$ cat src/rtl/alu_pkg.sv
// Shared definitions for the command sequencer and its sibling ALU.
// Holds the opcode encoding (used by both blocks) and the sequencer's
// FSM state encoding.
package alu_pkg;

    localparam logic [2:0] OP_ADD  = 3'b000;
    localparam logic [2:0] OP_SUB  = 3'b001;
    localparam logic [2:0] OP_MUL  = 3'b010;
    localparam logic [2:0] OP_AND  = 3'b011;
    localparam logic [2:0] OP_OR   = 3'b100;
    localparam logic [2:0] OP_NOTA = 3'b101;
    localparam logic [2:0] OP_XOR  = 3'b110;
    localparam logic [2:0] OP_XNOR = 3'b111;

    typedef enum logic [1:0] {
        ST_IDLE = 2'd0,
        ST_EXEC = 2'd1,
        ST_HOLD = 2'd2
    } seq_state_t;

endpackage

$ cat src/rtl/alu_cmd_seq.sv
// Command sequencer in front of a combinational ALU.
// Accepts one command (a, b, sel) over a valid/ready handshake, drives it
// to the ALU on registered alu_* outputs, captures the ALU result one
// cycle later and holds it on out_* until downstream takes it.
// Ports:
//   clk, rst_n                 : clock, async active-low reset
//   in_valid/in_ready          : command handshake; in_a, in_b, in_sel
//   alu_a/alu_b/alu_sel        : registered operands to the ALU
//   alu_result                 : combinational result from the ALU
//   out_valid/out_ready        : result handshake; out_result/sel/zero
//   op_count                   : completed output handshakes (wraps)
module alu_cmd_seq
    import alu_pkg::*;
#(
    parameter int OP_W  = 4,
    parameter int CNT_W = 8
) (
    input  logic              clk,
    input  logic              rst_n,
    input  logic              in_valid,
    output logic              in_ready,
    input  logic [OP_W-1:0]   in_a,
    input  logic [OP_W-1:0]   in_b,
    input  logic [2:0]        in_sel,
    output logic [OP_W-1:0]   alu_a,
    output logic [OP_W-1:0]   alu_b,
    output logic [2:0]        alu_sel,
    input  logic [2*OP_W-1:0] alu_result,
    output logic              out_valid,
    input  logic              out_ready,
    output logic [2*OP_W-1:0] out_result,
    output logic [2:0]        out_sel,
    output logic              out_zero,
    output logic [CNT_W-1:0]  op_count
);

    seq_state_t        r_state;
    seq_state_t        w_next;
    logic              w_in_ready;
    logic              w_out_valid;
    logic              w_in_fire;
    logic              w_out_fire;
    logic              w_capture;

    logic [OP_W-1:0]   r_alu_a;
    logic [OP_W-1:0]   r_alu_b;
    logic [2:0]        r_alu_sel;
    logic [2*OP_W-1:0] r_out_result;
    logic [2:0]        r_out_sel;
    logic              r_out_zero;
    logic [CNT_W-1:0]  r_op_count;

    always_ff @(posedge clk or negedge rst_n) begin
        if (!rst_n) r_state <= ST_IDLE;
        else        r_state <= w_next;
    end

    // In HOLD, ready follows out_ready so a new command can enter on the
    // same edge the current result leaves.
    always_comb begin
        w_next      = r_state;
        w_in_ready  = 1'b0;
        w_out_valid = 1'b0;
        w_capture   = 1'b0;
        case (r_state)
            ST_IDLE: begin
                w_in_ready = 1'b1;
                if (in_valid) w_next = ST_EXEC;
            end
            ST_EXEC: begin
                w_capture = 1'b1;
                w_next    = ST_HOLD;
            end
            ST_HOLD: begin
                w_out_valid = 1'b1;
                w_in_ready  = out_ready;
                if (out_ready) w_next = in_valid ? ST_EXEC : ST_IDLE;
            end
            default: w_next = ST_IDLE;
        endcase
    end

    assign w_in_fire  = in_valid & w_in_ready;
    assign w_out_fire = w_out_valid & out_ready;

    always_ff @(posedge clk or negedge rst_n) begin
        if (!rst_n) begin
            r_alu_a      <= '0;
            r_alu_b      <= '0;
            r_alu_sel    <= '0;
            r_out_result <= '0;
            r_out_sel    <= '0;
            r_out_zero   <= 1'b0;
            r_op_count   <= '0;
        end else begin
            if (w_in_fire) begin
                r_alu_a   <= in_a;
                r_alu_b   <= in_b;
                r_alu_sel <= in_sel;
            end
            if (w_capture) begin
                r_out_result <= alu_result;
                r_out_sel    <= r_alu_sel;
                r_out_zero   <= (alu_result == '0);
            end
            if (w_out_fire) r_op_count <= r_op_count + 1'b1;
        end
    end

    assign in_ready   = w_in_ready;
    assign out_valid  = w_out_valid;
    assign alu_a      = r_alu_a;
    assign alu_b      = r_alu_b;
    assign alu_sel    = r_alu_sel;
    assign out_result = r_out_result;
    assign out_sel    = r_out_sel;
    assign out_zero   = r_out_zero;
    assign op_count   = r_op_count;

endmodule

$ cat config.mk
export PLATFORM = sky130hd
export DESIGN_NAME = alu_cmd_seq
export DESIGN_NICKNAME = d
export VERILOG_FILES = /design/src/rtl/alu_pkg.sv /design/src/rtl/alu_cmd_seq.sv
export SDC_FILE = /design/constraint.sdc
export NUM_CORES = 1
export LEC_CHECK = 0
export ABC_AREA = 1
export CAP_MARGIN = 20
export CORE_AREA = 4 4 64 66
export CTS_CLUSTER_SIZE = 30
export DETAILED_ROUTE_END_ITERATION = 6
export DIE_AREA = 0 0 68 70
export PLACE_DENSITY = 0.76
export SETUP_SLACK_MARGIN = 0.3
export SLEW_MARGIN = 20
export SYNTH_ARGS = -nofsm -noshare
export SYNTH_HDL_FRONTEND = slang
export SYNTH_SLANG_ARGS = --single-unit
$ cat constraint.sdc
create_clock -name clk -period 1.4 [get_ports clk]
set_input_delay 0.21 -clock clk [delete_from_list [all_inputs] [get_ports clk]]
set_output_delay 0.21 -clock clk [all_outputs]
set_load 0.05 [all_outputs]
=== Word-level counts from Yosys, hierarchy flattened ===
Index checks and enable logic that the tools add are counted.

* Memory bits (read-only): 0
* Word-level logic and storage cells: 25
* Bits in registers: 33
* RAM bits: 0
* Output and inout bits: 33
* Bits in latches: 0
* Memories: 0

* Mux-type cells: 7
* Shift operators: 0
* Div/mod/pow operators: 0
* Bitwise gates (word level): 2
* Equality and inequality tests: 4
* $mul: 0
* Add/subtract/negate cells: 1
* Order comparisons: 0
* Reductions and logical operators: 3

{| class="wikitable"
|+ Operators by type and width
! kind !! count
|-
| 8-bit by 1-bit adder with 8-bit output (second input constant) || 1
|-
| 8-bit logical NOT || 1
|-
| 2-bit case mux with 3 select lines || 1
|-
| 2-bit 2-to-1 mux || 2
|-
| 2-bit != test (second input constant) || 2
|-
| 1-bit 2-to-1 mux || 3
|-
| 1-bit AND || 2
|-
| 2-bit by 1-bit == test with 1-bit output (second input constant) || 1
|-
| 2-bit == test (second input constant) || 1
|-
| 2-bit logical NOT || 1
|-
| 1-bit case mux with 2 select lines || 1
|-
| 2-bit AND reduction || 1
|}

=== Longest topological paths before layout ===
* Depth in word-level cells: 3
* Gate-level depth with buffers: 9
* Gate-level depth less buffers: 8

=== Worst setup path after synthesis ===
No wires, ideal clock.

* Path kind: reg2reg
* From: register r_op_count[1], in the netlist op_count[1]
* To: register r_op_count[4], in the netlist op_count[4]
* Cell stages (with the launch flop): 7
* Setup slack: -9 ps
* Required time: 1334 ps
* Arrival: 1343 ps
* Buffers on the path: 0
* Period minus slack after synthesis: 1409 ps
* Library setup time: 66 ps
* Cells stage by stage: dfrtp_1 ha_1 inv_1 nor2_1 xor2_1 nand2_1 nand2_1

* Word-level cells in the longest chain between the ends: 1

{| class="wikitable"
|+ Ends and longest elaborated chain
! what !! RTL line !! source
|-
| from (decl) || alu_cmd_seq.sv:51 || <nowiki>logic [CNT_W-1:0] r_op_count;</nowiki>
|-
| from (signal assigned) || alu_cmd_seq.sv:106 || <nowiki>if (w_out_fire) r_op_count <= r_op_count + 1'b1;</nowiki>
|-
| 8-bit by 1-bit adder with 8-bit output || alu_cmd_seq.sv:106 ||
|}

No other way between the ends.
A chain may end at the register's enable or synchronous reset.

=== Worst setup path after layout ===
* From: register r_state[0]
* To: output in_ready

* Word-level cells in the longest chain between the ends: 2
* Elaborated cells on any way between the ends: 3

{| class="wikitable"
|+ Ends and longest elaborated chain
! what !! RTL line !! source
|-
| from (decl) || alu_cmd_seq.sv:37 || <nowiki>seq_state_t r_state;</nowiki>
|-
| from (signal assigned) || alu_cmd_seq.sv:55 || <nowiki>else r_state <= w_next;</nowiki>
|-
| 2-bit == test / 2-bit logical NOT (equally long branches) || alu_cmd_seq.sv:65 || <nowiki>case (r_state)</nowiki>
|-
| 1-bit case mux with 2 select lines (*) || alu_cmd_seq.sv:65 ||
|-
| to (decl) || alu_cmd_seq.sv:21 || <nowiki>output logic in_ready,</nowiki>
|}

Mark *: on every way between the ends. The rest lies on a longest branch, timed or not.

==> run_results.csv <==
group,metric,value,unit
floorplan,chipHeight,70,um
drt,routed-wl-met3,260,um
floorplan,start_util,0.407,
logic_synthesis,synthAdderAreaFrac,0.00860,
timing,rsz0062_at_grt,"yes",
worst_setup_path,cp-startpoint,"r_state[0]",
power,powerDensity,1940,nW/um^2
grt,grt_pass1_wl,7130,um
logic_synthesis,synthCells,165,
clocking,clockBufferDepth,2,
floorplan,core,3580,um^2
drt,wl_per_cell,14.4,um
floorplan,fp.dieArea,4760,um^2
timing,setup_viol,0,
drt,vias,1429,
run,drv_cap,0,
drt,routed.top_layer,"met4",
finish,layout-drive-gt1-share,0.490,
worst_setup_path,start_kind,"register",
timing,tightest_slew,0.194,ns
finish,final_util,0.803,
drt,drc_errors,0,
clocking,cts_tree,"done",
worst_setup_path,ff2ff_setup_slack,0.20,ns
finish,diodes,0,
worst_setup_path,end_kind,"primary output",
timing,fin_crit_sh,0.950,
clocking,numCtsBuffers,5,
logic_synthesis,avgSynthCellArea,8.82,um^2
drt,drt_iter0_drc,70,
worst_setup_path,crit_path_max_incr_delay,0.42,ns
power,power.leakage,0.00136,uW
finish,final_nets,284,
worst_setup_path,reg2reg_from,"r_state[0]",
timing,period_minus_slack,1.33,ns
floorplan,core.rowCount,22,
logic_synthesis,synth_nets,189,
timing,hold_slack,0.239,ns
placed_design,post_dp_cell_area,2470,um^2
clocking,clk_pin_slew,0.11,ns
grt,antenna_found_initial,0,
placed_design,io_buffers,55,
finish,finish.instance_area,2870,um^2
finish,syn_to_final_growth,97.4,%
clocking,clock-root-buffer,"clkbuf_4",
grt,grt_max_degree,34,
logic_synthesis,synth_xor_area_frac,0.0241,
grt,grt-ovfl-total,0,
logic_synthesis,synth_compound_area_frac,0.0335,
drt,routed-wl-met2,2380,um
power,peakVddDrop,0.00136,V
logic_synthesis,synth.area.mux_share,0,
drt,ant_nets,0,
drt,wl,4440,um
worst_setup_path,r2r.worst_path.cells,5,
timing,hold_viol,0,
run_status,status,"complete, no violations",
placed_design,dp_cells,271,
logic_synthesis,syn_area,1460,um^2
placed_design,gp_congestion,0.838,
worst_setup_path,timing.rr.end,"r_state[1]",
drt,vias_per_cell,4.62,
floorplan,die_w,68,um
timing,slew_viol_final,0,
drt,first_pass_iters,4,
timing,tns,0,ns
grt,first_global_vias,1524,
timing,max_freq,0.752,GHz
logic_synthesis,synthSimpleGateAreaFrac,0.299,
worst_setup_path,crit_fanout,3,
clocking,htreeDepth,2,
grt,grt_use_total,0.203,
placed_design,hpwl,2630,um
clocking,cts.sinks,33,
logic_synthesis,yosys_register_bits,33,
worst_setup_path,worst_path_max_delay_cell,"dfrtp_1",
worst_setup_path,path_cells,"inv_2 -> nand2_2 -> inv_6 -> buf_12",
logic_synthesis,yosysWarnings,0,
timing,clock_skew,0.0135,ns
timing,maxSlewHeadroom,0.869,
logic_synthesis,seq_area_frac_synth,0.567,
floorplan,io-pin-count,56,
logic_synthesis,synth_top_family_by_area,"simple AND/OR/NAND/NOR gates",
worst_setup_path,crit_arrival,1.12,ns
worst_setup_path,crit_required,1.19,ns
finish,fillCellCount,206,
worst_setup_path,path_class,"register to primary output",
logic_synthesis,synth_cell_types,18,
min_path,hp-class,"input port to asynchronous set/reset pin",
clocking,worstSkewPairLatency,0.33,ns
finish,fin_cells,309,
drt,wl_met1,1690,um
-- cells in the mapped netlist, drive strengths merged --
master / n / area share
o21ai: 9 / 0.034
nand4: 1 / 0.0043
buf: 2 / 0.017
nor2: 9 / 0.023
nor3: 2 / 0.0069
inv: 18 / 0.050
ha: 1 / 0.0086
dfrtp: 33 / 0.57
nand3: 6 / 0.024
nand2: 80 / 0.24
xor2: 4 / 0.024
-- report_power, final --
| group | switching [uW] | internal [uW] | leakage (uW) | total (uW) |
|---|---|---|---|---|
| Sequential | 366 | 1240 | 0.000406 | 1610 |
| Combinational | 1710 | 1630 | 0.000916 | 3350 |
| Clock | 331 | 291 | 0.0000413 | 622 |
-- cells in the final DEF, fill, tap and decap left out, drive strengths merged --
master / count
nand3: 6
nand2: 81
clkbuf: 7
buf: 66
clkdlybuf4s50: 22
nand4: 1
o21ai: 9
dfrtp: 33
inv: 18
nor3: 2
clkinvlp: 1
xor2: 4
nor2: 9
clkinv: 1
ha: 1
-- area by class of cell --
type                       count  area, um^2  area share
tap                           48        60.1      0.0209
timing repair buffer          88        1160       0.404
inverter                      18        93.8      0.0327
timing repair inverter         1        8.76     0.00305
multi-input combinational    113         644       0.224
clock inverter                 1        5.00     0.00174
clock buffer                   7        65.1      0.0226
sequential                    33         835       0.291
-- worst max path at each step --
stage	cells past startpoint	endpoint	slack [ns]
global route	4	out_valid	-0.01
floorplan	6	op_count[4]	0.23
CTS	4	in_ready	0.07
finish	4	in_ready	0.07
global placement	8	alu_sel[0]	0.02
detailed placement	8	alu_sel[1]	-0.08
-- through the flow --
step	total power, uW	worst slack, ns
2_1_floorplan	2910	0.233
3_3_place_gp	4430	0.0211
3_5_place_dp	4480	-0.0837
4_1_cts	5360	0.0689
5_1_grt	5840	-0.00997
6_report	5580	0.0695
-- logic make-up after synthesis --
| logic type | after synthesis |
|---|---|
| adders and majority gates | 1 |
| xor gates and xnor gates | 4 |
| and+or+nand+nor | 98 |
| AOI/OAI and AO/OA | 9 |
| DFF | 33 |
| buffers and inverters | 20 |
-- registers in the layout, indices dropped and copies added, names as in the netlist --
| signal | flops |
|---|---|
| alu_a | 4 |
| alu_b | 4 |
| alu_sel | 3 |
| op_count | 8 |
| out_result | 8 |
| out_sel | 3 |
| out_zero | 1 |
| r_state | 2 |
-- per-layer routing --
metal / global-route usage / vias up
li1: - / 694
met1: 0.236 / 676
met2: 0.329 / 47
met3: 0.0788 / 12
met4: 0.0773 / 0
met5: 0 / -
-- critical path, delay by kind of cell, from the launching register on --
kind	cells	cell delay, ns
and+or+nand+nor	1	0.08
buffers and inverters	3	0.28
DFF	1	0.42
-- repair_timing --
action | CTS | global route
gates resized for setup | 11 | 24
pin swaps | 3 | 15
endpoints found under the setup margin | 44 | 62
cloned | 3 | 0
buffers inserted | 18 | 9
hold buffers | 0 | 0
Note: power is estimated with default switching activity, not from simulation.
